`config.mk`:
```
export PLATFORM = sky130hd
export DESIGN_NAME = ra_stack
export DESIGN_NICKNAME = d
export VERILOG_FILES = /design/src/rtl/baej_pkg.sv /design/src/rtl/ras_mem.sv /design/src/rtl/ra_stack.sv
export SDC_FILE = /design/constraint.sdc
export NUM_CORES = 1
export LEC_CHECK = 0
export BUFFER_PORTS_ARGS = -buffer_cell sky130_fd_sc_hd__buf_2
export CORE_UTILIZATION = 61
export DETAILED_ROUTE_END_ITERATION = 10
export PLACE_DENSITY = 0.79
export SKIP_CTS_REPAIR_TIMING = 1
export SYNTH_ARGS = -nofsm -noshare
export SYNTH_HDL_FRONTEND = slang
export SYNTH_SLANG_ARGS = --single-unit
```
`constraint.sdc`:
```
create_clock -name clk -period 4.14 [get_ports clk]
set_input_delay 0.414 -clock clk [delete_from_list [all_inputs] [get_ports clk]]
set_output_delay 0.414 -clock clk [all_outputs]
set_load 0.005 [all_outputs]
```
`src/rtl/baej_pkg.sv`:
```
// Shared Baej datapath definitions: word width, return-address stack depth,
// and the sticky error-flag bundle consumed by control/debug.
package baej_pkg;

  localparam int WORD_W    = 16;
  localparam int RAS_DEPTH = 16;

  // Sticky return-address stack error flags.
  typedef struct packed {
    logic overflow;
    logic underflow;
  } ras_flags_t;

endpackage : baej_pkg

```
`src/rtl/ras_mem.sv`:
```
// Return-address storage: DEPTH x WIDTH array, one synchronous write port and
// one asynchronous read port. Contents are never reset.
module ras_mem #(
  parameter int WIDTH = 16,
  parameter int DEPTH = 16,
  localparam int AW   = $clog2(DEPTH)
) (
  input  logic             clk_i,
  input  logic             we_i,
  input  logic [AW-1:0]    waddr_i,
  input  logic [WIDTH-1:0] wdata_i,
  input  logic [AW-1:0]    raddr_i,
  output logic [WIDTH-1:0] rdata_o
);

  logic [WIDTH-1:0] mem_q [DEPTH];

  // Write the addressed entry on a write-enabled edge.
  always_ff @(posedge clk_i) begin
    if (we_i) begin
      mem_q[waddr_i] <= wdata_i;
    end
  end

  assign rdata_o = mem_q[raddr_i];

endmodule : ras_mem

```
`src/rtl/ra_stack.sv`:
```
// Return-address stack beside the program counting system. Calls push the
// outgoing RA; returns pop the saved RA and pulse restore so the PCS reloads
// it. Overflow/underflow are sticky until reset.
module ra_stack
  import baej_pkg::*;
#(
  parameter int WIDTH = WORD_W,
  parameter int DEPTH = RAS_DEPTH,
  localparam int SPW  = $clog2(DEPTH) + 1,
  localparam int AW   = $clog2(DEPTH)
) (
  input  logic             clk,
  input  logic             reset,
  input  logic             push,
  input  logic             pop,
  input  logic [WIDTH-1:0] ra_in,
  output logic             restore,
  output logic [WIDTH-1:0] ra_restore,
  output logic [SPW-1:0]   depth,
  output logic             full,
  output logic             empty,
  output logic             overflow,
  output logic             underflow
);

  localparam logic [SPW-1:0] DEPTH_SP = SPW'(DEPTH);
  localparam logic [SPW-1:0] ONE_SP   = SPW'(1);

  logic [SPW-1:0]   sp_q, sp_d;
  logic             restore_q, restore_d;
  logic [WIDTH-1:0] ra_restore_q, ra_restore_d;
  ras_flags_t       flags_q, flags_d;

  logic             we;
  logic [AW-1:0]    waddr;
  logic [AW-1:0]    top_addr;
  logic [WIDTH-1:0] top_data;

  // Top-of-stack address; meaningless (and unused) when the stack is empty.
  assign top_addr = AW'(sp_q - ONE_SP);

  assign empty = (sp_q == '0);
  assign full  = (sp_q == DEPTH_SP);

  ras_mem #(
    .WIDTH (WIDTH),
    .DEPTH (DEPTH)
  ) u_mem (
    .clk_i   (clk),
    .we_i    (we),
    .waddr_i (waddr),
    .wdata_i (ra_in),
    .raddr_i (top_addr),
    .rdata_o (top_data)
  );

  // Decide pointer motion, memory write, pop output and flag updates.
  always_comb begin
    sp_d         = sp_q;
    restore_d    = 1'b0;
    ra_restore_d = ra_restore_q;
    flags_d      = flags_q;
    we           = 1'b0;
    waddr        = AW'(sp_q);

    if (push && pop) begin
      if (empty) begin
        // Nothing to return: behave as a plain push and flag the bad pop.
        we                = 1'b1;
        waddr             = AW'(sp_q);
        sp_d              = ONE_SP;
        flags_d.underflow = 1'b1;
      end else begin
        // Replace the top: old top goes out, new RA takes its slot.
        we           = 1'b1;
        waddr        = top_addr;
        ra_restore_d = top_data;
        restore_d    = 1'b1;
      end
    end else if (push) begin
      if (full) begin
        flags_d.overflow = 1'b1;
      end else begin
        we    = 1'b1;
        waddr = AW'(sp_q);
        sp_d  = sp_q + ONE_SP;
      end
    end else if (pop) begin
      if (empty) begin
        flags_d.underflow = 1'b1;
      end else begin
        ra_restore_d = top_data;
        restore_d    = 1'b1;
        sp_d         = sp_q - ONE_SP;
      end
    end
  end

  // Register pointer, pop outputs and sticky flags; reset overrides requests.
  always_ff @(posedge clk) begin
    if (reset) begin
      sp_q         <= '0;
      restore_q    <= 1'b0;
      ra_restore_q <= '0;
      flags_q      <= '0;
    end else begin
      sp_q         <= sp_d;
      restore_q    <= restore_d;
      ra_restore_q <= ra_restore_d;
      flags_q      <= flags_d;
    end
  end

  assign depth      = sp_q;
  assign restore    = restore_q;
  assign ra_restore = ra_restore_q;
  assign overflow   = flags_q.overflow;
  assign underflow  = flags_q.underflow;

endmodule : ra_stack

```
=== After elaboration in Yosys (flattened, before gate mapping) ===
Memory sizes are Yosys's and may differ from the RTL's.
Index checks and enable logic that the tools add are counted.

* Add/subtract/negate cells: 2
* Equal/unequal tests: 5
* Mux-type cells: 25
* Bitwise gates (word level): 1
* Reduce and logical (&&, ||, !) cells: 7

{| class="wikitable"
|+ Operators by type and width
! cell !! count
|-
| $mux 16 || 4
|-
| $mux 5 || 6
|-
| $mux 1 || 13
|-
| $mux 4 || 2
|-
| $ne 3x2->1 const B || 2
|-
| $add 5x1->5 const B || 1
|-
| $eq 5x5->1 const B || 1
|-
| $logic_not 5->1 || 1
|-
| $sub 5x1->5 const B || 1
|-
| $reduce_and 4->1 || 1
|-
| $reduce_and 3->1 || 1
|-
| $reduce_bool 3->1 || 1
|-
| $ne 2x1->1 const B || 1
|-
| $ne 2x2->1 const B || 1
|-
| $reduce_and 2->1 || 1
|-
| $reduce_bool 2->1 || 1
|-
| $logic_and 1x1->1 || 1
|-
| $not 1->1 || 1
|}

* Bits in registers: 24
* RAM bits: 256
* Input port bits: 20
* Output and inout bits: 26
* Memories kept: 1

{| class="wikitable"
|+ Memories
! name !! words !! bits a word !! read ports !! clocked after Yosys merged registers in !! wr ports !! RTL line !! RTL
|-
| u_mem.mem_q || 16 || 16 || 1 || 0 || 1 || ras_mem.sv:16 || <nowiki>logic [WIDTH-1:0] mem_q [DEPTH];</nowiki>
|}

=== Logic depth before layout (Yosys ltp) ===
* Depth in word-level cells: 6
* Mapped depth: 12

=== Modules after synthesis ===
A second synthesis with hierarchy kept.

* Cell total of the unflattened synthesis: 551
* Area total of the unflattened synthesis: 10950.5 um^2

{| class="wikitable"
|+ By module, submodules not included
! module !! times used !! cells an instance !! area an instance (um^2)
|-
| ras_mem || 1 || 416 || 9723.1
|-
| ra_stack || 1 || 135 || 1227.4
|}

=== Worst setup path after synthesis ===
Ideal clock, no wire load.

* Kind: register to register
* Start: reg sp_q[0] (netlist: depth[0])
* End: mem u_mem.mem_q[1][0] (enable)
* Library setup time: 409 ps
* Arrival: 3381 ps
* Setup slack: 350 ps
* Cell stages (with the launch flop): 12
* Period minus slack after synthesis: 3790 ps
* Cell sequence: dfxtp_1 buf_2 inv_1 buf_2 ha_1 clkbuf_1 buf_4 buf_4 buf_2 nor4b_1 a31oi_1 nor3_1

* Longest elaborated chain between the ends: 6
* Elaborated cells on any way between the ends: 10
* Classes of those cells: 1 x add/sub; 1 x eq/ne; 7 x mux; 1 x reduce/logical

{| class="wikitable"
|+ RTL lines
! what !! RTL line !! RTL
|-
| start, declared || ra_stack.sv:29 || <nowiki>logic [SPW-1:0] sp_q, sp_d;</nowiki>
|-
| start signal, assigned || ra_stack.sv:107 || <nowiki>sp_q <= sp_d;</nowiki>
|-
| $eq 5x5->1 || ra_stack.sv:43 || <nowiki>assign full = (sp_q == DEPTH_SP);</nowiki>
|-
| $mux 1 || ra_stack.sv:81 || <nowiki>if (full) begin</nowiki>
|-
| $mux 1 || ra_stack.sv:80 || <nowiki>end else if (push) begin</nowiki>
|-
| $mux 1 || ra_stack.sv:66 || <nowiki>if (push && pop) begin</nowiki>
|-
| $mux 1 || ras_mem.sv:20 || <nowiki>if (we_i) begin</nowiki>
|-
| $mux 1 (implied by the code) || ras_mem.sv:21 || <nowiki>mem_q[waddr_i] <= wdata_i;</nowiki>
|-
| end, declared || ras_mem.sv:16 ||
|}

Several ways; a longest one is shown, not always the timed one.

=== Final worst setup path ===
* Start: reg sp_q[1] (netlist: depth[1])
* End: mem u_mem.mem_q[5][10] (enable)

Same word-level chain as after synthesis.

==> results_dict.tcl <==
set metrics [dict create \
    status "finished, final reports clean" \
    cts_tree "done" \
    vias 5741 \
    r2r-end "u_mem.mem_q[5][10]" \
    skew_ns 0.0106 \
    cp-start-kind "flip-flop" \
    grt_antenna_before_repair 0 \
    numCtsBuffers 28 \
    grt_pass1_vias 5655 \
    clkLatencyLatePin_ns 0.54 \
    die_h_um 137 \
    power_mw 7.38 \
    rsz0062_at_grt "no" \
    setup_viol 0 \
    p_sw_share_pct 26.4 \
    yosys.area_share.simple_pct 2.91 \
    power_density_nw_per_um2 586 \
    synth_commonest_cells "256 x edfxtp_1, 80 x mux2i_1, 48 x mux4_2" \
    grt_max_degree 78 \
    min_path_type "input port to flip-flop" \
    yosysSeqAreaShare_pct 73.4 \
    combPwrFrac_pct 21.3 \
    synth_mux_area_share_pct 16.9 \
    yosys_warnings 0 \
    core_region_area_sq_um 17900 \
    die_width_um 137 \
    p_seq_share_pct 45.7 \
    ant_nets 0 \
    layout-drive-gt1-share_pct 27.9 \
    synth_nets 599 \
    p_switching_mw 1.95 \
    crit_arrival_ns 3.65 \
    initial_utilization_pct 62.2 \
    clock_sinks 280 \
    synth_most_common_cell "edfxtp_1" \
    crit_path_end "u_mem.mem_q[5][10]" \
    synth-xor-area-share_pct 0.157 \
    synth_area_per_cell_sq_um 19.3 \
    grt_usage_pct 25.0 \
    fin_crit_sh_pct 84.5 \
    cts_max_level 1 \
    worst_slew_pin_slew_ns 1.01 \
    synth_edf_count 256 \
    cap_violations 0 \
    synthArstFlopShare_pct 0 \
    place.gp.congestion 0.891 \
    die_area_sq_um 18800 \
    root_buffer "clkbuf_16" \
    worstPathMaxFanout 16 \
    drt_iter0_drc 612 \
    routedWlPerCell_um 25.3 \
    synth_top_cell_area_share_pct 69.1 \
    drc 0 \
    firstDrtPassIters 4 \
    drt_wl_total_um 22500 \
    clkSlewWorstSetupHoldPaths_ns 0.06 \
    syn_inst 576 \
    endpoint_kind "flip-flop" \
    yosysTopAreaCell "edfxtp_1" \
    clk_path_buf_depth 3 \
    min_from "reset" \
    critPathRequiredTime_ns 4.29 \
    irDropWorstVdd_mv 0.569 \
    r2r_setup_slack_ns 0.64 \
    vias_per_cell 6.46 \
    max-slew-margin-rel_pct 32.9 \
    portBuffers 45 \
    p_int_mw 5.43 \
    post-route-util_pct 70.4 \
    synth_top_flop_cell "edfxtp_1" \
    period_minus_slack_ns 3.50 \
    path_class "flip-flop to flip-flop" \
    io_pins 46 \
    rr_startpoint "depth[1]" \
    synth_cell_types 47 \
    final_max_slew_viol_count 0 \
    synth_seq_cells 280 \
    p_leak_nw 4.38 \
    grt_pass1_wl_um 33500 \
    diodes 0 \
    synth_area_sq_um 11100 \
    synthAdderAreaFrac_pct 0.337 \
    synth_top_family_by_area "multiplexers" \
    syn2layout_area_growth_pct 13.3 \
    rows 49 \
    overflow 0 \
    synthTopCellsByArea "edfxtp_1 69%, mux4_2 9.7%, mux2i_1 7.2%, dfxtp_1 4.3%, a21o_1 1.1%" \
    startpoint "depth[1]" \
    hold_viol 0 \
    r2r_cells 7 \
    hold_path_depth 2 \
    dp_hpwl_um 13400 \
    final_nets 661 \
    synth_compound_area_share_pct 4.41 \
    clockPowerShare_pct 33.1 \
    fmax_ghz 0.286 \
    finalSetupTns_ns 0 \
]
[flip-flops by register name, indices dropped and copies added, names as in the netlist]
| register | count |
|---|---|
| u_mem.mem_q | 256 |
| overflow | 1 |
| underflow | 1 |
| depth | 5 |
| ra_restore | 16 |
| restore | 1 |
[power groups by stage]
stage / registers [mW] / clock network [mW] / logic (mW)
finish: 3.37 / 2.44 / 1.57
global route: 3.38 / 2.58 / 1.67
CTS: 3.37 / 2.48 / 1.58
detailed placement: 3.43 / 0 / 1.57
global placement: 3.41 / 0 / 1.53
floorplan: 3.40 / 0 / 1.14
[cell usage in the layout, fill, tap and decap left out, types with 2 or more instances in the layout]
| cell type | count |
|---|---|
| clkinv_2 | 6 |
| o21ai_0 | 4 |
| nor4_1 | 5 |
| a21oi_1 | 6 |
| nor3_2 | 4 |
| a21bo_2 | 2 |
| inv_1 | 5 |
| dfxtp_1 | 23 |
| o211ai_1 | 3 |
| or4b_4 | 2 |
| nand2_1 | 4 |
| or3_1 | 2 |
| buf_2 | 45 |
| clkbuf_16 | 28 |
| nand3_1 | 4 |
| a21o_1 | 16 |
| a31oi_1 | 5 |
| bufinv_16 | 3 |
| edfxtp_1 | 256 |
| nor2_1 | 3 |
| ha_1 | 2 |
| o22ai_1 | 17 |
| nor4b_1 | 3 |
| nand2b_1 | 2 |
| clkbuf_1 | 7 |
| nor2b_1 | 2 |
| o31a_1 | 2 |
| a211oi_2 | 2 |
| mux4_2 | 48 |
| buf_4 | 20 |
| nor3_1 | 7 |
| clkinv_1 | 5 |
| nand4_1 | 2 |
| nor2_2 | 12 |
| mux2i_1 | 80 |
[cell type report]
| class | instances | area, sq um |
|---|---|---|
| clock inverter | 17 | 171 |
| clock buffer | 35 | 727 |
| inverter | 6 | 27.5 |
| multi-input combinational | 256 | 2830 |
| fill | 1092 | 5290 |
| timing repair buffer | 66 | 395 |
| sequential | 280 | 8170 |
| tap | 229 | 287 |
[metal layers]
layer	vias to the layer above	wire, um	global-route usage, %
li1	2503	-	-
met5	-	0	0
met4	0	668	8.61
met2	236	11000	40.1
met3	46	1370	3.74
met1	2956	9500	35.4
[through the flow]
step | cell area [sq um] | instances | worst slack (ns) | hold WS, ns
floorplan | 11100 | 576 | 0.350 | 0.451
global placement | 11700 | 837 | 0.885 | 0.434
detailed placement | 11700 | 837 | 0.716 | 0.434
CTS | 12600 | 889 | 0.700 | 0.193
global route | 12600 | 889 | 0.533 | 0.199
finish | 12600 | 889 | 0.644 | 0.205
[cell families after synthesis]
family                   Yosys count
AO/OA/AOI/OAI                     66
XOR/XNOR                           2
adder cells (fa/ha/maj)            3
buffers and inverters             40
flip-flops                       280
multiplexers                     128
AND/OR/NAND/NOR                   57
[worst min path at each step]
stage | slack [ns] | to
4_1_cts | 0.19 | overflow
3_3_place_gp | 0.43 | ra_restore[15]
3_5_place_dp | 0.43 | ra_restore[5]
6_report | 0.20 | overflow
2_1_floorplan | 0.45 | ra_restore[10]
5_1_grt | 0.20 | overflow
[worst max-delay path, cell delays in order, from the launching register on]
cell,delay (ns)
dfxtp_1,0.66
inv_1,0.24
ha_4,0.23
or4b_4,0.25
clkinv_4,0.11
o31a_1,0.32
or4b_4,0.54
nor2_2,0.75
Note: power is estimated with default switching activity, not from simulation.
